## config.mk

```make
export PLATFORM = sky130hd
export DESIGN_NAME = ql_ram_arbiter
export DESIGN_NICKNAME = d
export VERILOG_FILES = /design/src/rtl/ql_ram_arbiter.sv
export SDC_FILE = /design/constraint.sdc
export NUM_CORES = 1
export LEC_CHECK = 0
export BUFFER_PORTS_ARGS = -buffer_cell sky130_fd_sc_hd__buf_4
export CAP_MARGIN = 5
export CORE_AREA = 5 5 103 105
export DETAILED_ROUTE_END_ITERATION = 10
export DIE_AREA = 0 0 108 110
export PLACE_DENSITY_LB_ADDON = 0.3
export SYNTH_ARGS = -nofsm -noshare
export SYNTH_HDL_FRONTEND = slang
export SYNTH_SLANG_ARGS = --single-unit
```

## constraint.sdc

```tcl
create_clock -name clk_sys -period 1.6 [get_ports clk_sys]
set_input_delay 0.08 -clock clk_sys [delete_from_list [all_inputs] [get_ports clk_sys]]
set_output_delay 0.08 -clock clk_sys [all_outputs]
set_load 0.01 [all_outputs]
```

## src/rtl/ql_ram_arbiter.sv

```systemverilog
// SDRAM port arbiter: 68008 CPU path (priority) vs word-wide DMA, windows aligned to sync.
// Define ARB_STATS_EN to add per-window grant counters (stat_cpu/stat_dma/stat_forced, stat_clr).
module ql_ram_arbiter #(
    parameter int unsigned SLOT_LEN   = 8,
    parameter int unsigned RD_LAT     = 6,
    parameter int unsigned STARVE_MAX = 4,
    parameter int unsigned AW         = 24
) (
    input  logic          clk_sys,
    input  logic          RESET,
    input  logic          sync,
    input  logic          cpu_oe,
    input  logic          cpu_we,
    input  logic [AW-1:0] cpu_addr,
    input  logic [15:0]   cpu_din,
    input  logic [1:0]    cpu_ds,
    output logic [15:0]   cpu_dout,
    output logic          cpu_stall,
    input  logic          dma_req,
    input  logic          dma_we,
    input  logic [AW-1:0] dma_addr,
    input  logic [15:0]   dma_din,
    input  logic [1:0]    dma_ds,
    output logic          dma_ack,
    output logic [15:0]   dma_dout,
    output logic [AW-1:0] mem_addr,
    output logic [15:0]   mem_din,
    output logic          mem_we,
    output logic          mem_oe,
    output logic [1:0]    mem_ds,
    input  logic [15:0]   mem_dout,
    output logic          busy
`ifdef ARB_STATS_EN
    ,
    input  logic          stat_clr,
    output logic [15:0]   stat_cpu,
    output logic [15:0]   stat_dma,
    output logic [15:0]   stat_forced
`endif
);

    localparam int unsigned CW = $clog2(SLOT_LEN + 1);
    localparam int unsigned SW = $clog2(STARVE_MAX + 1);

    typedef enum logic [1:0] {IDLE, CPU_ACC, DMA_ACC} state_t;

    state_t        state;
    logic [CW-1:0] cnt;
    logic [SW-1:0] starve;
    logic          pend;
    logic          win_we;
    logic [15:0]   dma_dout_q;

    logic          cpu_req, in_flight, starved, forced;
    logic          grant_cpu, grant_dma, forced_win;
    logic [CW-1:0] tgt;
    logic          at_point, dma_rd_ack, cpu_cap;

    // pend marks a window whose completion point (ack/capture) has not yet been reached;
    // a sync before that point leaves it unserved and the DMA side re-requests next window.
    always_comb begin
        cpu_req    = cpu_oe | cpu_we;
        in_flight  = (state == DMA_ACC) && pend;
        starved    = (starve == SW'(STARVE_MAX));
        forced     = dma_req && starved && !in_flight;
        grant_cpu  = cpu_req && !forced;
        grant_dma  = !grant_cpu && dma_req && !in_flight;
        forced_win = grant_dma && starved;
        tgt        = win_we ? CW'(1) : CW'(RD_LAT);
        at_point   = pend && !sync && (cnt == tgt);
        dma_ack    = (state == DMA_ACC) && at_point && dma_req;
        dma_rd_ack = dma_ack && !win_we;
        cpu_cap    = (state == CPU_ACC) && at_point && !win_we;
        dma_dout   = dma_rd_ack ? mem_dout : dma_dout_q;
        busy       = (state == DMA_ACC);
    end

    always_ff @(posedge clk_sys) begin
        if (RESET) begin
            state      <= IDLE;
            cnt        <= '0;
            starve     <= '0;
            pend       <= 1'b0;
            win_we     <= 1'b0;
            mem_addr   <= '0;
            mem_din    <= '0;
            mem_ds     <= '0;
            mem_we     <= 1'b0;
            mem_oe     <= 1'b0;
            cpu_dout   <= 16'hFFFF;
            dma_dout_q <= '0;
            cpu_stall  <= 1'b0;
        end else begin
            mem_we <= 1'b0;
            mem_oe <= 1'b0;
            if (at_point)   pend       <= 1'b0;
            if (cpu_cap)    cpu_dout   <= mem_dout;
            if (dma_rd_ack) dma_dout_q <= mem_dout;

            if (sync)
                cnt <= CW'(1);
            else if (cnt == CW'(SLOT_LEN - 1))
                cnt <= '0;
            else
                cnt <= cnt + CW'(1);

            if (sync) begin
                pend      <= grant_cpu | grant_dma;
                cpu_stall <= forced_win && cpu_req;
                if (grant_cpu) begin
                    state    <= CPU_ACC;
                    win_we   <= cpu_we;
                    mem_addr <= cpu_addr;
                    mem_din  <= cpu_din;
                    mem_ds   <= cpu_ds;
                    mem_we   <= cpu_we;
                    mem_oe   <= !cpu_we;
                    if (dma_req && !starved)
                        starve <= starve + SW'(1);
                end else if (grant_dma) begin
                    state    <= DMA_ACC;
                    win_we   <= dma_we;
                    mem_addr <= dma_addr;
                    mem_din  <= dma_din;
                    mem_ds   <= dma_ds;
                    mem_we   <= dma_we;
                    mem_oe   <= !dma_we;
                    starve   <= '0;
                end else begin
                    state <= IDLE;
                end
            end
        end
    end

`ifdef ARB_STATS_EN
    always_ff @(posedge clk_sys) begin
        if (RESET || stat_clr) begin
            stat_cpu    <= '0;
            stat_dma    <= '0;
            stat_forced <= '0;
        end else if (sync) begin
            if (grant_cpu)  stat_cpu    <= stat_cpu + 16'd1;
            if (grant_dma)  stat_dma    <= stat_dma + 16'd1;
            if (forced_win) stat_forced <= stat_forced + 16'd1;
        end
    end
`endif

endmodule

```

Word level (Yosys, flattened, before mapping)
Cells that the tools add are included.

Register bits after elaboration: 88. Input bits: 107. Logic and storage cells: 78.

$add $sub $neg: 2. Eq/ne operators: 6. Multiplexer cells: 23. Bitwise operators: 3. Reductions and logical operators: 30.

Operator list (count): 16-bit 2-to-1 mux (3); 24-bit 2-to-1 mux (2); 1-bit logical AND (16); 3-bit 2-to-1 mux (4); 1-bit 2-to-1 mux (10); 1-bit logical NOT (8); 2-bit 2-to-1 mux (4); 4-bit by 1-bit adder with 4-bit output, second input constant (1); 4-bit by 3-bit equality test with 1-bit output (1); 4-bit by 3-bit equality test with 1-bit output, second input constant (1); 2-bit nonzero test (2); 3-bit by 1-bit adder with 3-bit output, second input constant (1); 3-bit equality test, second input constant (1); 3-bit AND reduction (1); 3-bit OR reduction (1); 2-bit by 1-bit equality test with 1-bit output, second input constant (1); 2-bit equality test, second input constant (1); 2-bit by 1-bit != test with 1-bit output, second input constant (1); 1-bit OR (2); 2-bit AND reduction (1); 2-bit OR reduction (1); 1-bit NOT (1).

Logic depth before layout (Yosys ltp)
Gate-level depths: netlist (run 1).

Depth in word-level cells: 11. Mapped depth: 8. Gate-level depth less buffers: 6.

Worst setup path after synthesis (run 1)
Ideal clock, no wire load.

Kind: register -> register. Start point: register starve[0]. End point: register mem_addr[10]. Setup time: 88 ps. Arrival time: 1480 ps. Data required time: 1512 ps. Setup slack: 31 ps. Cell stages (with the launch flop): 9. Clock period less this slack: 1569 ps. Path through: dfxtp_1 -> inv_1 -> ha_1 -> nand3_1 -> o21a_1 -> buf_2 -> buf_4 -> nand2_1 -> a311oi_2.

Word-level cells in the longest chain between the ends: 10. Elaborated cells between the ends (all ways): 11.

RTL lines: from (decl) (line 49) `logic [SW-1:0] starve;`; from (signal assigned) (line 119) `starve <= starve + SW'(1);`; 3-bit equality test * (line 64) `starved = (starve == SW'(STARVE_MAX));`; 1-bit logical AND * (2 in series) (line 65) `forced = dma_req && starved && !in_flight;`; 1-bit logical NOT * (line 66) `grant_cpu = cpu_req && !forced;`; 1-bit logical AND * (line 66); 1-bit logical NOT (line 67) `grant_dma = !grant_cpu && dma_req && !in_flight;`; 1-bit logical AND (2 in series) (line 67); 2-bit nonzero test (no line); 2-bit AND reduction (no line); to (signal assigned) (line 113) `mem_addr <= cpu_addr;`; to (signal assigned) (line 123) `mem_addr <= dma_addr;`; to (decl) (line 26) `output logic [AW-1:0] mem_addr,`.

Every way passes the cells marked *; elsewhere a longest branch is shown, timed or not. A chain may end at the register's enable or synchronous reset.

Worst setup path after layout (run 1)
Start point: register win_we. End point: output port dma_dout[15].

Word-level cells in the longest chain between the ends: 7. Elaborated cells between the ends (all ways): 8.

RTL lines: from (decl) (line 51) `logic win_we;`; from (signal assigned) (line 112) `win_we <= cpu_we;`; from (signal assigned) (line 122) `win_we <= dma_we;`; 3-bit 2-to-1 mux (line 69) `tgt = win_we ? CW'(1) : CW'(RD_LAT);`; 4-bit by 3-bit equality test with 1-bit output (line 70) `at_point = pend && !sync && (cnt == tgt);`; 1-bit logical AND (line 70); 1-bit logical AND (2 in series) (line 71) `dma_ack = (state == DMA_ACC) && at_point && dma_req;`; 1-bit logical AND * (line 72) `dma_rd_ack = dma_ack && !win_we;`; 16-bit 2-to-1 mux *; to (decl) (line 25) `output logic [15:0] dma_dout,`.

Marked as above.

==> flow_summary.toml, run 1 <==
[run_status]
status = "finished with violations"
violations = "setup timing"

[grt]
grt_pass1_wl_um = 21000
grtUsageTotal_pct = 22.5
antenna_found_initial = 1
grt_overflow = 0
grt_start_max_net_pins = 51
grt_pass1_vias = 4404

[timing]
rsz0062_at_grt = "yes"
worst_pin_slew_ns = 0.492
fin_crit_sh_pct = 115
slew_headroom_pct = 67.2
finalSetupViolCount = 54
slew_viol_final = 0
fin_worst_skew_ns = 0.00973
min_period_ns = 1.83
fmax_mhz = 545
finalWorstSetupSlack_ns = -0.234
hold_viol_final = 0

[job]
maxCapViolations = 0

[worst_setup_path]
start_kind = "flip-flop"
reg2reg_depth = 8
critPathCapture = "dma_dout[15]"
worstPathArrival_ns = 1.75
r2r_start = "pend"
path_class = "flip-flop to output port"
cp_slowest_cell = "dfxtp_2"
crit_chain = "and3b_2 > nand4_4 > buf_12 > mux2_2 > buf_4"
rrSetupSlack_ns = -0.22
required_ns = 1.52
r2r_end = "mem_din[7]"
startpoint = "win_we"
max_stage_delay_ns = 0.36
cp_max_fo = 16
endpoint_kind = "output port"

[clock_tree]
numCtsBuffers = 9
clockRootBuffer = "clkbuf_8"
clockBufferDepth = 2
clkSinkCount = 88
cts_tree = "built"
worst_skew_pair.late_latency_ns = 0.37
h-tree-depth = 3
clkSlewWorstSetupHoldPaths_ns = 0.09

[synthesis]
synth_seq_cells = 88
ys.warnings.count = 0
syn-cell-area_mm2 = 0.00391
synth.most_common_cell = "dfxtp_1"
synth_top_flop_cell = "dfxtp_1"
synth-edff-count = 0
synth_fp_nets = 550
post_synth.cell_area_avg_um2 = 8.88
synth_async_sr_flop_share_pct = 0
synth_area_leaders = "dfxtp_1, nand2_1, a311oi_1, nor2_1, a311oi_2"
syn_inst = 440
synth_common_cells = "dfxtp_1, nand2_1, nor2_1, a311oi_1, nor3_1"
synth.distinct_cells = 40
synth_top_area_share_pct = 45.1
ys_seq_area_share_pct = 45.1
synth_largest_area_cell = "dfxtp_1"

[floorplanning]
rows = 36
start_util_pct = 40.9
die_w_um = 108
die_height_um = 110
dieArea_mm2 = 0.0119
core-area_mm2 = 0.00955
ios = 186

[detailed_routing]
ant_nets = 0
routedWlPerCell_um = 18.2
drtIter0Drc = 260
first_pass_iters = 5
vias = 4564
drc = 0
vias_per_cell = 5.23
routed_wl_um = 15900

[layout]
n_fill_cell = 612
layout.cells.non_filler = 872
drive_gt1_share_pct = 50.1
fin_area_mm2 = 0.00738
syn_to_final_growth_pct = 88.8
nets = 843

[placed_design]
placed_area_mm2 = 0.00552
portBuffers = 185
hpwl_um = 8760
place_inst = 748
gp_congestion = 0.826

[power_and_ir_drop]
vdd_drop_max_uv = 428
total_power_mw = 5.44
power.density_mw_per_mm2 = 737
p_leak_nw = 3.24

[worst_hold_path]
min-delay-start = "dma_addr[22]"
min_path_type = "primary input to flip-flop"
flip-flops by register name, summed over array words and instances, names as in the netlist, 2 cells and up:
| signal | count |
|---|---|
| starve | 3 |
| cpu_dout | 16 |
| mem_addr | 24 |
| cnt | 4 |
| state | 2 |
| mem_din | 16 |
| dma_dout_q | 16 |
| mem_ds | 2 |
where the power goes:
part / internal [mW] / switching, mW
Clock: 0.851 / 0.818
Combinational: 0.785 / 0.611
Sequential: 2.30 / 0.0705
cell families (layout without fill, tap and decap cells):
| group | count (synthesis) | after routing | share of synthesized area (%) |
|---|---|---|---|
| AND/OR/NAND/NOR | 209 | 209 | 24.2 |
| XOR/XNOR | 3 | 3 | 0.672 |
| multiplexers | 19 | 19 | 6.40 |
| AO/OA/AOI/OAI | 78 | 78 | 16.7 |
| adder cells (fa/ha/maj) | 3 | 3 | 0.960 |
| buffers and inverters | 40 | 338 | 6.02 |
| flip-flops | 88 | 88 | 45.1 |
| other | 0 | 1 | 0 |
final cells by class:
class / count / area [um^2] / area share (%)
antenna: 1 / 2.50 / 0.0339
clock buffer: 12 / 165 / 2.24
clock inverter: 4 / 51.3 / 0.695
inverter: 5 / 18.8 / 0.254
multi-input combinational: 312 / 2260 / 30.6
sequential: 88 / 1780 / 24.1
tap: 133 / 166 / 2.25
timing repair buffer: 317 / 2940 / 39.9
worst max-delay path, delay by kind of cell, from the launching register on:
family	cells	cell delay [ns]
buffers and inverters	2	0.32
DFF	1	0.36
muxes	1	0.36
and+or+nand+nor	2	0.35
worst min-delay path by stage:
| stage | slack [ns] | cells after the start | end |
|---|---|---|---|
| 3_5_place_dp | 0.34 | 3 | cpu_dout[13] |
| 2_1_floorplan | 0.24 | 2 | cpu_dout[0] |
| 3_3_place_gp | 0.33 | 3 | cpu_dout[2] |
| 5_1_grt | -0.007 | 3 | mem_addr[22] |
| 4_1_cts | 0.0008 | 3 | mem_addr[6] |
| 6_report | 0.005 | 3 | mem_addr[22] |
cell usage in the layout, fill, tap and decap left out, types with 3 or more instances in the layout:
cell type / instances
a311oi_1: 6
a311oi_2: 35
dlygate4sd3_1: 77
nand2_4: 10
nor3_1: 23
nand2_2: 24
buf_6: 19
clkbuf_8: 12
buf_12: 8
buf_16: 3
clkbuf_16: 7
mux2_4: 10
nor2b_1: 19
dfxtp_1: 79
dfxtp_2: 8
a21oi_1: 21
buf_4: 201
xnor2_1: 3
nand2_1: 52
nor2_1: 63
inv_1: 3
and3b_2: 3
mux2_2: 8
nand4_1: 3
metal layers:
| layer | GRT usage (%) | vias to the layer above | share of wire [%] |
|---|---|---|---|
| met5 | 0 | - | 0 |
| met3 | 3.79 | 57 | 6.3 |
| li1 | - | 2124 | - |
| met4 | 11.5 | 0 | 4.3 |
| met2 | 41.5 | 218 | 52 |
| met1 | 25.0 | 2165 | 38 |
metrics by stage:
step | worst slack [ns] | hold slack [ns] | TNS, ns | utilization [%]
after global routing | -0.290 | -0.00682 | -9.77 | 77.3
after detailed placement | -0.0691 | 0.343 | -0.312 | 57.8
after global placement | 0.0593 | 0.332 | 0 | 57.8
after floorplan | 0.0314 | 0.235 | 0 | -
after CTS | -0.241 | 0.000800 | -3.44 | 69.9
final | -0.234 | 0.00472 | -6.11 | 77.3
timing repair:
item,CTS,global route
cloned,2,9
gates resized for setup,23,99
setup endpoints to repair,40,53
hold endpoints to repair,47,1
hold buffers,76,1
pin swaps,3,54
setup buffers,4,18
Note: power is estimated with default switching activity, not from simulation.
==> run 2: changes to the inputs <==
TNS_END_PERCENT = 30   (was unset)
==> run 2 against run 1 <==
Clock skew about the same. Worst hold slack improved by 0.015 ns. The flow still finishes with violations (setup timing). Largest power group unchanged. Sequential power is essentially flat. Via count down 7.1%. First-iteration DRC count shrank 28%. Die area did not move. Register-to-register slack better by 0.25 ns. Design area fell by 9.2%. Critical path depth did not move.
==> flow_summary.toml, run 2 (synthesis gave the netlist of run 1 again) <==
[grt]
grt_pass1_vias = 4349
grtUsageTotal_pct = 21.8
grt_overflow = 0
grt_start_max_net_pins = 51
grt_pass1_wl_um = 20500
antenna_found_initial = 0

[placed_design]
gp_congestion = 0.826
portBuffers = 185
dp_worst_setup_slack_ns = -0.0691
placed_area_mm2 = 0.00552
hpwl_um = 8760

[power_and_ir_drop]
clockPowerShare_pct = 31.9
power.density_mw_per_mm2 = 763
p_switching_mw = 1.34
seqPwrFrac_pct = 46.4
vdd_drop_max_uv = 411
p_int_mw = 3.77
p_leak_nw = 2.96
power.share.combinational_pct = 21.7
p_sw_share_pct = 26.2

[clock_tree]
clkSlewWorstSetupHoldPaths_ns = 0.09
worst_skew_pair.late_latency_ns = 0.36
clkSinkCount = 88
cts_tree = "built"
h-tree-depth = 3
clockBufferDepth = 2
clockRootBuffer = "clkbuf_8"
numCtsBuffers = 9

[worst_setup_path]
reg2reg_depth = 5
required_ns = 1.52
endpoint_kind = "output port"
cp_max_fo = 16
cp_slowest_cell = "dfxtp_2"
max_stage_delay_ns = 0.36
r2r_start = "state[0]"
path_class = "flip-flop to output port"
start_kind = "flip-flop"
crit_chain = "and3b_2 > nand4_4 > buf_12 > mux2_2 > buf_4"
r2r_end = "mem_din[12]"
worstPathArrival_ns = 1.74
rrSetupSlack_ns = 0.03

[timing]
slew_headroom_pct = 67.3
slew_viol_final = 0
hold_ws_ns = 0.0194
fin_crit_sh_pct = 114
hold_viol_final = 0
rsz0062_at_grt = "yes"
fin_worst_skew_ns = 0.00942
min_period_ns = 1.82
fmax_mhz = 548
worst_pin_slew_ns = 0.491
finalSetupViolCount = 17
finalWorstSetupSlack_ns = -0.224

[floorplanning]
start_util_pct = 40.9
core-area_mm2 = 0.00955
ios = 186
rows = 36
die_height_um = 110
dieArea_mm2 = 0.0119
die_w_um = 108

[job]
maxCapViolations = 0

[worst_hold_path]
hold_end = "mem_addr[7]"
hold_depth = 3
min-delay-start = "dma_addr[7]"
min_path_type = "primary input to flip-flop"

[layout]
final_common_cell = "buf_4"
largest_register = "mem_addr"
drive_gt1_share_pct = 41.4
syn_to_final_growth_pct = 71.4
mostFrequentLayoutCells = "buf_4, nand2_1, dfxtp_1, dlygate4sd3_1, nor2_1"
fin_area_mm2 = 0.00670
nets = 815
largest_reg_flops = 24
postLayoutCoreUtil_pct = 70.2

[detailed_routing]
routed_wl_um = 13400
ant_nets = 0
drtIter0Drc = 187
vias = 4238
first_pass_iters = 4
drc = 0
routedWlPerCell_um = 15.9
vias_per_cell = 5.02

[run_status]
violations = "setup timing"
status = "finished with violations"
[run 2: metal layers]
metal / up-vias / track usage (%) / part of all wire, %
met2: 133 / 40.1 / 54
met5: - / 0 / 0
met3: 36 / 3.84 / 5.0
met1: 2005 / 24.0 / 38
met4: 0 / 11.6 / 3.3
li1: 2064 / - / -
[run 2: worst max-delay path: cells and delay by family, from the launching register on]
kind | cells | cell delay [ns]
flip-flops | 1 | 0.36
AND/OR/NAND/NOR | 2 | 0.35
multiplexers | 1 | 0.36
buffers and inverters | 2 | 0.32
[run 2: layout make-up]
cell class / instances / area [um^2]
fillers: 705 / 2850
repair buffers: 289 / 2480
multi-input cells: 312 / 2050
flip-flops and latches: 88 / 1770
well taps: 133 / 166
clock buffers: 12 / 165
clock inverters: 4 / 51.3
inverters: 5 / 18.8
diodes: 1 / 2.50
[run 2: worst max path at each step]
stage               from      endpoint  slack, ns  cells after the start
2_1_floorplan  starve[0]  mem_addr[10]       0.03                      8
3_3_place_gp   starve[0]   mem_addr[2]       0.06                      7
3_5_place_dp   starve[1]   mem_din[15]      -0.07                      7
4_1_cts           win_we  dma_dout[15]      -0.24                      5
5_1_grt           win_we   dma_dout[5]      -0.29                      5
6_report          win_we  dma_dout[15]      -0.22                      5
[run 2: power by group through the flow]
stage	Clock [mW]	Sequential [mW]	Combinational, mW
2_1_floorplan	0	2.46	0.362
3_3_place_gp	0	2.41	0.872
3_5_place_dp	0	2.42	0.888
4_1_cts	1.68	2.37	1.05
5_1_grt	1.77	2.38	1.19
6_report	1.63	2.37	1.11
[run 2: repair_timing]
action | in CTS | in global routing
endpoints found under the hold margin | 47 | 0
gates resized for setup | 18 | 25
buffers inserted | 1 | 2
hold buffers | 76 | 0
setup endpoints to repair | 40 | 56
pin swaps | 1 | 1
[run 2: metrics by stage]
step / power, mW / instances / TNS [ns]
2_1_floorplan: 2.82 / 440 / 0
3_3_place_gp: 3.28 / 748 / 0
3_5_place_dp: 3.31 / 748 / -0.312
4_1_cts: 5.10 / 841 / -3.49
5_1_grt: 5.35 / 843 / -4.44
6_report: 5.11 / 844 / -3.15
